`config.mk`:
```
export PLATFORM = sky130hd
export DESIGN_NAME = page_out_ctrl
export DESIGN_NICKNAME = d
export VERILOG_FILES = /design/src/rtl/page_out_ctrl_pkg.sv /design/src/rtl/page_out_ctrl_sync_fifo.sv /design/src/rtl/page_out_ctrl.sv
export SDC_FILE = /design/constraint.sdc
export NUM_CORES = 1
export LEC_CHECK = 0
export ABC_CLOCK_PERIOD_IN_PS = 3900
export CAP_MARGIN = 20
export CORE_AREA = 2 2 448 450
export CTS_CLUSTER_DIAMETER = 100
export DETAILED_ROUTE_END_ITERATION = 8
export DIE_AREA = 0 0 450 452
export PLACE_DENSITY_LB_ADDON = 0.05
export SETUP_SLACK_MARGIN = 0.1
export SLEW_MARGIN = 40
export SYNTH_ARGS = -nofsm -noshare
export SYNTH_HDL_FRONTEND = slang
export SYNTH_SLANG_ARGS = --single-unit
```
`constraint.sdc`:
```
create_clock -name clk -period 3.9 [get_ports clk]
set_input_delay 0.585 -clock clk [delete_from_list [all_inputs] [get_ports clk]]
set_output_delay 0.585 -clock clk [all_outputs]
set_load 0.01 [all_outputs]
```
`src/rtl/page_out_ctrl_pkg.sv`:
```
// Shared constants, FSM state encoding and the output beat layout for page_out_ctrl.
// Latency: n/a (package only).
// Backpressure: n/a (package only).
package page_out_ctrl_pkg;

    localparam int NUM_BLOCKS = 16;               // RAM blocks interleaved per 8-byte line
    localparam int BLK_W      = 4;                // log2(NUM_BLOCKS)
    localparam int ADDR_W     = 9;                // line address inside one block
    localparam int LINE_W     = ADDR_W + BLK_W;   // global line index width (13)
    localparam int LEN_W      = LINE_W + 4;       // page length in bytes, 0..65536 (17)
    localparam int LINES_W    = LINE_W + 1;       // line count, 0..8192 (14)
    localparam int FIFO_DEPTH = 4;
    localparam int CNT_W      = $clog2(FIFO_DEPTH + 1);
    localparam int CLEAN_CYC  = 514;
    localparam int CLEAN_W    = $clog2(CLEAN_CYC);

    typedef enum logic [2:0] {
        ST_IDLE,
        ST_READ,
        ST_DRAIN,
        ST_FINISH,
        ST_CLEAN
    } state_t;

    typedef struct packed {
        logic       last;
        logic [7:0] keep;
        logic [63:0] data;
    } beat_t;

    localparam int BEAT_W = $bits(beat_t);

    // Byte enables for the final line: only the low len[2:0] bytes are real.
    function automatic logic [7:0] tail_keep(input logic [2:0] tail);
        logic [7:0] keep;
        if (tail == 3'd0) keep = 8'hff;
        else              keep = 8'hff >> (4'd8 - {1'b0, tail});
        return keep;
    endfunction

endpackage

```
`src/rtl/page_out_ctrl_sync_fifo.sv`:
```
// Small synchronous FIFO with occupancy count; head entry is presented combinationally.
// Latency: a pushed entry is visible at the head the cycle after the push.
// Backpressure: none internally; caller must never push when full nor pop when empty.
// Ports: clk, rst (sync, active-high), push_vld/push_dat write side,
//        pop_rdy removes head, head_dat current head, count occupancy.
module sync_fifo #(
    parameter int WIDTH = 73,
    parameter int DEPTH = 4
) (
    input  logic                       clk,
    input  logic                       rst,
    input  logic                       push_vld,
    input  logic [WIDTH-1:0]           push_dat,
    input  logic                       pop_rdy,
    output logic [WIDTH-1:0]           head_dat,
    output logic [$clog2(DEPTH+1)-1:0] count
);

    localparam int PTR_W = $clog2(DEPTH);
    localparam int CW    = $clog2(DEPTH + 1);

    logic [WIDTH-1:0] mem_q [DEPTH];
    logic [WIDTH-1:0] mem_d [DEPTH];
    logic [PTR_W-1:0] wr_ptr_q, wr_ptr_d;
    logic [PTR_W-1:0] rd_ptr_q, rd_ptr_d;
    logic [CW-1:0]    count_q, count_d;

    always_comb begin
        mem_d    = mem_q;
        wr_ptr_d = wr_ptr_q;
        rd_ptr_d = rd_ptr_q;
        count_d  = count_q;
        if (push_vld) begin
            mem_d[wr_ptr_q] = push_dat;
            wr_ptr_d        = wr_ptr_q + PTR_W'(1);
        end
        if (pop_rdy) begin
            rd_ptr_d = rd_ptr_q + PTR_W'(1);
        end
        case ({push_vld, pop_rdy})
            2'b10:   count_d = count_q + CW'(1);
            2'b01:   count_d = count_q - CW'(1);
            default: count_d = count_q;
        endcase
    end

    always_ff @(posedge clk) begin
        if (rst) begin
            wr_ptr_q <= '0;
            rd_ptr_q <= '0;
            count_q  <= '0;
        end else begin
            wr_ptr_q <= wr_ptr_d;
            rd_ptr_q <= rd_ptr_d;
            count_q  <= count_d;
        end
    end

    // Storage needs no reset: entries are only observed once counted in.
    always_ff @(posedge clk) begin
        mem_q <= mem_d;
    end

    assign head_dat = mem_q[rd_ptr_q];
    assign count    = count_q;

endmodule

```
`src/rtl/page_out_ctrl.sv`:
```
// Streams one decompressed page out of 16 interleaved RAM blocks as 64-bit beats, then signals finish.
// Latency: first beat valid 2 cycles after page acceptance (1 cycle RAM read + FIFO push).
// Backpressure: reads are credit-limited by FIFO occupancy + in-flight read; dout_ready low stalls reads.
// Ports: clk, rst (sync, active-high); page_valid_in/page_ready_out/page_len_in/page_last_in page handshake;
//        ram_rd_en_out/ram_rd_addr_out/ram_data_in shared block read port; dout_* output stream;
//        block_out_finish_out/page_finish_out finish pulses; busy_out while not idle.
module page_out_ctrl
    import page_out_ctrl_pkg::*;
(
    input  logic                          clk,
    input  logic                          rst,
    input  logic                          page_valid_in,
    output logic                          page_ready_out,
    input  logic [LEN_W-1:0]              page_len_in,
    input  logic                          page_last_in,
    output logic                          ram_rd_en_out,
    output logic [ADDR_W-1:0]             ram_rd_addr_out,
    input  logic [NUM_BLOCKS*64-1:0]      ram_data_in,
    output logic                          dout_valid_out,
    input  logic                          dout_ready_in,
    output logic [63:0]                   dout_data_out,
    output logic [7:0]                    dout_keep_out,
    output logic                          dout_last_out,
    output logic                          block_out_finish_out,
    output logic                          page_finish_out,
    output logic                          busy_out
);

    localparam logic [CNT_W:0]     CREDITS    = (CNT_W + 1)'(FIFO_DEPTH);
    localparam logic [CLEAN_W-1:0] CLEAN_LAST = CLEAN_W'(CLEAN_CYC - 1);

    state_t               state_q, state_d;
    logic [LINE_W-1:0]    n_q, n_d;
    logic [LINES_W-1:0]   lines_q, lines_d;
    logic [2:0]           tail_q, tail_d;
    logic                 is_last_q, is_last_d;
    logic [CLEAN_W-1:0]   clean_cnt_q, clean_cnt_d;
    logic                 inflight_q, inflight_d;
    logic [BLK_W-1:0]     rd_blk_q, rd_blk_d;
    logic                 rd_last_q, rd_last_d;

    logic [LINES_W-1:0]   page_lines;
    logic                 at_last_line;
    logic                 rd_en;
    logic                 issue_last;
    logic [CNT_W-1:0]     fifo_count;
    logic [CNT_W:0]       credit_used;
    logic                 pop;
    beat_t                push_beat;
    beat_t                head_beat;

    // ceil(len/8) without an 18-bit adder: whole lines plus one for a partial tail.
    assign page_lines   = page_len_in[LEN_W-1:3] + LINES_W'(|page_len_in[2:0]);
    assign at_last_line = ({1'b0, n_q} + LINES_W'(1)) == lines_q;
    // Everything that will occupy a FIFO slot: entries already stored plus the read in flight.
    assign credit_used  = {1'b0, fifo_count} + (CNT_W + 1)'(inflight_q);

    always_comb begin
        state_d     = state_q;
        n_d         = n_q;
        lines_d     = lines_q;
        tail_d      = tail_q;
        is_last_d   = is_last_q;
        clean_cnt_d = clean_cnt_q;
        rd_en       = 1'b0;
        issue_last  = 1'b0;
        case (state_q)
            ST_IDLE: begin
                if (page_valid_in) begin
                    lines_d   = page_lines;
                    tail_d    = page_len_in[2:0];
                    is_last_d = page_last_in;
                    n_d       = '0;
                    state_d   = (page_lines == '0) ? ST_FINISH : ST_READ;
                end
            end
            ST_READ: begin
                if (credit_used < CREDITS) begin
                    rd_en = 1'b1;
                    n_d   = n_q + LINE_W'(1);
                    if (at_last_line) begin
                        issue_last = 1'b1;
                        state_d    = ST_DRAIN;
                    end
                end
            end
            ST_DRAIN: begin
                if (!inflight_q && fifo_count == '0) state_d = ST_FINISH;
            end
            ST_FINISH: begin
                clean_cnt_d = '0;
                state_d     = is_last_q ? ST_CLEAN : ST_IDLE;
            end
            ST_CLEAN: begin
                if (clean_cnt_q == CLEAN_LAST) state_d = ST_IDLE;
                else                           clean_cnt_d = clean_cnt_q + CLEAN_W'(1);
            end
            default: state_d = ST_IDLE;
        endcase
    end

    // Read pipeline: remember which block and whether it was the final line, one cycle behind rd_en.
    always_comb begin
        inflight_d = rd_en;
        rd_blk_d   = n_q[BLK_W-1:0];
        rd_last_d  = issue_last;
    end

    always_ff @(posedge clk) begin
        if (rst) begin
            state_q     <= ST_IDLE;
            n_q         <= '0;
            lines_q     <= '0;
            tail_q      <= '0;
            is_last_q   <= 1'b0;
            clean_cnt_q <= '0;
            inflight_q  <= 1'b0;
            rd_blk_q    <= '0;
            rd_last_q   <= 1'b0;
        end else begin
            state_q     <= state_d;
            n_q         <= n_d;
            lines_q     <= lines_d;
            tail_q      <= tail_d;
            is_last_q   <= is_last_d;
            clean_cnt_q <= clean_cnt_d;
            inflight_q  <= inflight_d;
            rd_blk_q    <= rd_blk_d;
            rd_last_q   <= rd_last_d;
        end
    end

    always_comb begin
        push_beat.data = ram_data_in[{rd_blk_q, 6'd0} +: 64];
        push_beat.keep = rd_last_q ? tail_keep(tail_q) : 8'hff;
        push_beat.last = rd_last_q;
    end

    assign pop = dout_valid_out && dout_ready_in;

    sync_fifo #(
        .WIDTH (BEAT_W),
        .DEPTH (FIFO_DEPTH)
    ) u_fifo (
        .clk      (clk),
        .rst      (rst),
        .push_vld (inflight_q),
        .push_dat (push_beat),
        .pop_rdy  (pop),
        .head_dat (head_beat),
        .count    (fifo_count)
    );

    // Output fields are zeroed when empty so stale FIFO storage never leaks onto the bus.
    assign dout_valid_out       = (fifo_count != '0);
    assign dout_data_out        = dout_valid_out ? head_beat.data : 64'd0;
    assign dout_keep_out        = dout_valid_out ? head_beat.keep : 8'd0;
    assign dout_last_out        = dout_valid_out && head_beat.last;

    assign ram_rd_en_out        = rd_en;
    assign ram_rd_addr_out      = rd_en ? n_q[LINE_W-1:BLK_W] : '0;
    assign page_ready_out       = (state_q == ST_IDLE);
    assign busy_out             = (state_q != ST_IDLE);
    assign block_out_finish_out = (state_q == ST_FINISH) && !is_last_q;
    assign page_finish_out      = (state_q == ST_FINISH) && is_last_q;

endmodule

```
==> impl_metrics.prom <==
# TYPE chip_impl_metric gauge
chip_impl_metric{name="die_w",unit="um"} 450
chip_impl_info{name="rsz0062_at_grt",value="false"} 1
chip_impl_metric{name="clock_sink_count",unit=""} 349
chip_impl_metric{name="total_via_count_after_detailed_routing",unit=""} 18000
chip_impl_metric{name="synthDistinctLibCells",unit=""} 58
chip_impl_metric{name="antenna_found_initial",unit=""} 47
chip_impl_info{name="end_kind",value="output pin"} 1
chip_impl_metric{name="fin_cells",unit=""} 5126
chip_impl_metric{name="synth_warnings",unit=""} 0
chip_impl_metric{name="initial_utilization",unit="%"} 11.1
chip_impl_metric{name="utilization",unit="%"} 19.3
chip_impl_metric{name="final_min_period_over_clock_period",unit="%"} 91.2
chip_impl_metric{name="drc",unit=""} 0
chip_impl_metric{name="drt-wirelength-per-cell",unit="um"} 26.3
chip_impl_info{name="cts_tree",value="done"} 1
chip_impl_metric{name="hpwl",unit="um"} 110000
chip_impl_metric{name="wire_length_of_the_first_global_routing_pass",unit="um"} 178000
chip_impl_metric{name="grt_pass1_vias",unit=""} 19900
chip_impl_metric{name="pwr-share-seq",unit="%"} 31.3
chip_impl_info{name="first_element_of_the_critical_path",value="u_fifo.rd_ptr_q[0]"} 1
chip_impl_metric{name="synth_async_reset_ratio",unit="%"} 0
chip_impl_metric{name="critPathRequiredTime",unit="ns"} 3.31
chip_impl_metric{name="netlist_area",unit="um2"} 22000
chip_impl_metric{name="cts_resized",unit=""} 0
chip_impl_metric{name="num-fill-cells",unit=""} 21500
chip_impl_info{name="crit_type",value="reg2out"} 1
chip_impl_metric{name="setup.reg_to_reg.worst_slack",unit="ns"} 1.04
chip_impl_metric{name="die_height",unit="um"} 452
chip_impl_metric{name="placed_cells",unit=""} 5032
chip_impl_metric{name="p_switching",unit="mW"} 4.67
chip_impl_metric{name="drt-initial-drc-count",unit=""} 895
chip_impl_metric{name="synth_cells",unit=""} 1306
chip_impl_info{name="rr_startpoint",value="rd_blk_q[0]"} 1
chip_impl_metric{name="arrival",unit="ns"} 2.97
chip_impl_metric{name="post_synth_net_total",unit=""} 2367
chip_impl_metric{name="yosys.area_share.simple",unit="%"} 6.79
chip_impl_metric{name="syn_avg_cell_area",unit="um2"} 16.9
chip_impl_metric{name="cts-hold-fix-buffers",unit=""} 0
chip_impl_metric{name="design.final.nets",unit=""} 3486
chip_impl_metric{name="globalRouteTotalUtil",unit="%"} 12.7
chip_impl_metric{name="die-area",unit="um2"} 203000
chip_impl_metric{name="combPwrFrac",unit="%"} 41.0
chip_impl_metric{name="clk-insertion-delay-late",unit="ns"} 0.61
chip_impl_info{name="run_status",value="complete, no violations"} 1
chip_impl_metric{name="crit_path_max_fanout",unit=""} 35
chip_impl_metric{name="postRouteAntennaNets",unit=""} 0
chip_impl_metric{name="power.ir.vdd_worst",unit="uV"} 279
chip_impl_metric{name="route.final.wire_length",unit="um"} 135000
chip_impl_metric{name="post_synth_fa_ha_maj_area_fraction",unit="%"} 0.886
chip_impl_metric{name="grt_start_max_net_pins",unit=""} 52
chip_impl_metric{name="layout-drive-gt1-share",unit="%"} 21.9
chip_impl_info{name="synth_top_family_by_area",value="multiplexers"} 1
chip_impl_metric{name="clock_tree.htree_level_count",unit=""} 2
chip_impl_metric{name="ioPinCount",unit=""} 1134
chip_impl_metric{name="clk_transition_reported_paths",unit="ns"} 0.06
chip_impl_metric{name="synth_compound_area_share",unit="%"} 2.45
chip_impl_info{name="hold_path.startpoint",value="is_last_q"} 1
chip_impl_metric{name="synth-xor-area-share",unit="%"} 1.82
chip_impl_metric{name="gp_congestion",unit=""} 0.834
chip_impl_metric{name="synth-seq-cells",unit=""} 349
chip_impl_metric{name="drt_pre_antenna_iters",unit=""} 4
chip_impl_metric{name="transition_time_of_the_tightest_slew_check_pin",unit="ns"} 0.906
chip_impl_metric{name="switching_share",unit="%"} 31.7
chip_impl_metric{name="clockPowerShare",unit="%"} 27.7
chip_impl_metric{name="port_buffers",unit=""} 1133
chip_impl_metric{name="finClkSkew",unit="ns"} 0.0255
chip_impl_metric{name="post-route-min-period",unit="ns"} 3.56
chip_impl_metric{name="timing.fmax",unit="GHz"} 0.281
chip_impl_metric{name="setup_viol",unit=""} 0
chip_impl_metric{name="timing_max_transition_violations_final",unit=""} 0
chip_impl_metric{name="cts_max_path_buffers",unit=""} 3
chip_impl_info{name="worstSetupStartpointType",value="register"} 1
chip_impl_info{name="clock_tree.root_cell",value="clkbuf_16"} 1
chip_impl_metric{name="synth.mux.area_fraction",unit="%"} 40.4
chip_impl_metric{name="fin_setup_tns",unit="ns"} 0
chip_impl_metric{name="area.growth.synth_to_final",unit="%"} 74.2
chip_impl_metric{name="detail_route.vias_per_cell",unit=""} 3.51
chip_impl_metric{name="synth-seq-area-share",unit="%"} 45.0
chip_impl_info{name="synth_flop_cell",value="edfxtp_1"} 1
chip_impl_metric{name="drv.max_cap_violation_count",unit=""} 0
chip_impl_metric{name="fp.coreArea",unit="um2"} 199000
chip_impl_info{name="timing.hold.worst.class",value="reg2reg"} 1
chip_impl_metric{name="maxSlewHeadroom",unit="%"} 39.6
chip_impl_metric{name="cellLeakagePower",unit="nW"} 11.6
chip_impl_metric{name="cts.repair_timing.setup_buffer_count",unit=""} 0
chip_impl_metric{name="synth-edff-count",unit=""} 292
chip_impl_metric{name="overflow",unit=""} 0
chip_impl_metric{name="tritoncts_buffers",unit=""} 47
chip_impl_metric{name="p_int",unit="mW"} 10.1
chip_impl_metric{name="power.density_cell_area",unit="nW/um2"} 384
chip_impl_metric{name="hold_viol_final",unit=""} 0
chip_impl_metric{name="placementRows",unit=""} 164
==> placed cells by master, fill, tap and decap left out, drive strengths merged, types with 3 or more instances in the layout <==
master         synthesis  final
nand3b                 4      4
xnor2                 20     20
a211oi                11     11
a21oi                 32     32
clkbuf                67     58
diode                  0      9
and3                  17     17
nor2                  61     61
buf                   55     59
dfxtp                 57     57
xor2                  25     25
clkinv                 0     19
nand3                 19     19
nand4                 11     11
inv                   20     22
and2                  83     83
or3                    8      8
a31oi                  3      3
o21ai                 17     17
nor3                   6      6
edfxtp               292    292
ha                    14     14
clkdlybuf4s50          0   1133
a211o                  3      3
nand2b                 4      4
nor4                   4      4
mux4                 393    393
and4                   4      4
clkinvlp               0      5
nor2b                 11     11
nand2                 36     36
==> state kept, by name, summed over array words and instances, names as in the netlist, 2 cells and up <==
signal,count
n_q,13
u_fifo.rd_ptr_q,2
tail_q,3
u_fifo.count,3
clean_cnt_q,10
u_fifo.wr_ptr_q,2
state_q,3
rd_blk_q,4
u_fifo.mem_q,292
lines_q,14
==> cells in the mapped netlist, drive strengths merged, types with 3 or more instances <==
cell	number	area [um2]
a211o	3	26.3
a211oi	11	82.6
a21oi	32	164
a31oi	3	18.8
and2	83	519
and3	17	116
and4	4	35.0
buf	55	269
clkbuf	67	251
dfxtp	57	1140
edfxtp	292	8770
ha	14	175
inv	20	75.1
mux4	393	8850
nand2	36	135
nand2b	4	25.0
nand3	19	100
nand3b	4	30.0
nand4	11	68.8
nor2	61	229
nor2b	11	68.8
nor3	6	30.0
nor4	4	25.0
o21ai	17	85.1
or3	8	50.1
xnor2	20	183
xor2	25	219
==> logic make-up (layout without fill, tap and decap cells) <==
group | Yosys count | after routing
muxes | 397 | 397
DFF | 349 | 349
and+or+nand+nor | 276 | 276
buffers and inverters | 142 | 1297
AOI/OAI and AO/OA | 82 | 82
xor gates and xnor gates | 45 | 45
adders and majority gates | 15 | 15
other | 0 | 9
==> layout make-up <==
class                           instances  area (um2)  area share, %
Antenna cell                            9        22.5         0.0587
Clock buffer                           58        1250           3.25
Clock inverter                         27         203          0.528
Inverter                               20        75.1          0.196
Multi-Input combinational cell        815       11500           30.1
Sequential cell                       349        9930           25.9
Tap cell                             2656        3320           8.66
Timing Repair Buffer                 1192       12000           31.4
==> power by group through the flow <==
| stage | combinational (mW) | clock [mW] | sequential, mW |
|---|---|---|---|
| after CTS | 6.39 | 4.30 | 4.63 |
| after detailed placement | 6.37 | 0 | 4.71 |
| after global placement | 6.33 | 0 | 4.70 |
| final | 6.04 | 4.08 | 4.61 |
| after global routing | 6.56 | 4.43 | 4.65 |
| after floorplan | 2.91 | 0 | 4.55 |
==> worst max-delay path, stage by stage (launching register included) <==
cell             delay (ns)
dfxtp_4                0.58
buf_12                 0.34
mux4_2                 0.55
and2_1                 0.17
clkdlybuf4s50_1        0.64
==> per-stage QoR <==
| stage | setup slack [ns] | instance area, um2 | power, mW | hold slack [ns] |
|---|---|---|---|---|
| after CTS | 0.209 | 38400 | 15.3 | 0.478 |
| after global placement | 0.363 | 36900 | 11.0 | 0.469 |
| after global routing | 0.152 | 38400 | 15.6 | 0.491 |
| final | 0.344 | 38400 | 14.7 | 0.475 |
| after floorplan | 1.14 | 22000 | 7.46 | 0.436 |
| after detailed placement | 0.426 | 36900 | 11.1 | 0.470 |
==> metal layers <==
| layer | wire (um) | vias up | GRT usage (%) |
|---|---|---|---|
| met5 | 81 | - | 0 |
| met4 | 2770 | 12 | 3.35 |
| met3 | 8020 | 106 | 3.05 |
| met2 | 74500 | 680 | 24.2 |
| met1 | 49400 | 9372 | 13.9 |
| li1 | - | 7815 | - |
==> worst paths after layout <==
| check | endpoint | depth (start not counted) |
|---|---|---|
| setup / recovery | dout_data_out[34] | 4 |
| hold / removal | is_last_q | 2 |
| setup reg to reg | u_fifo.mem_q[152] | 4 |
| hold reg to reg | is_last_q | 2 |
(Power assumes the default switching activity.)
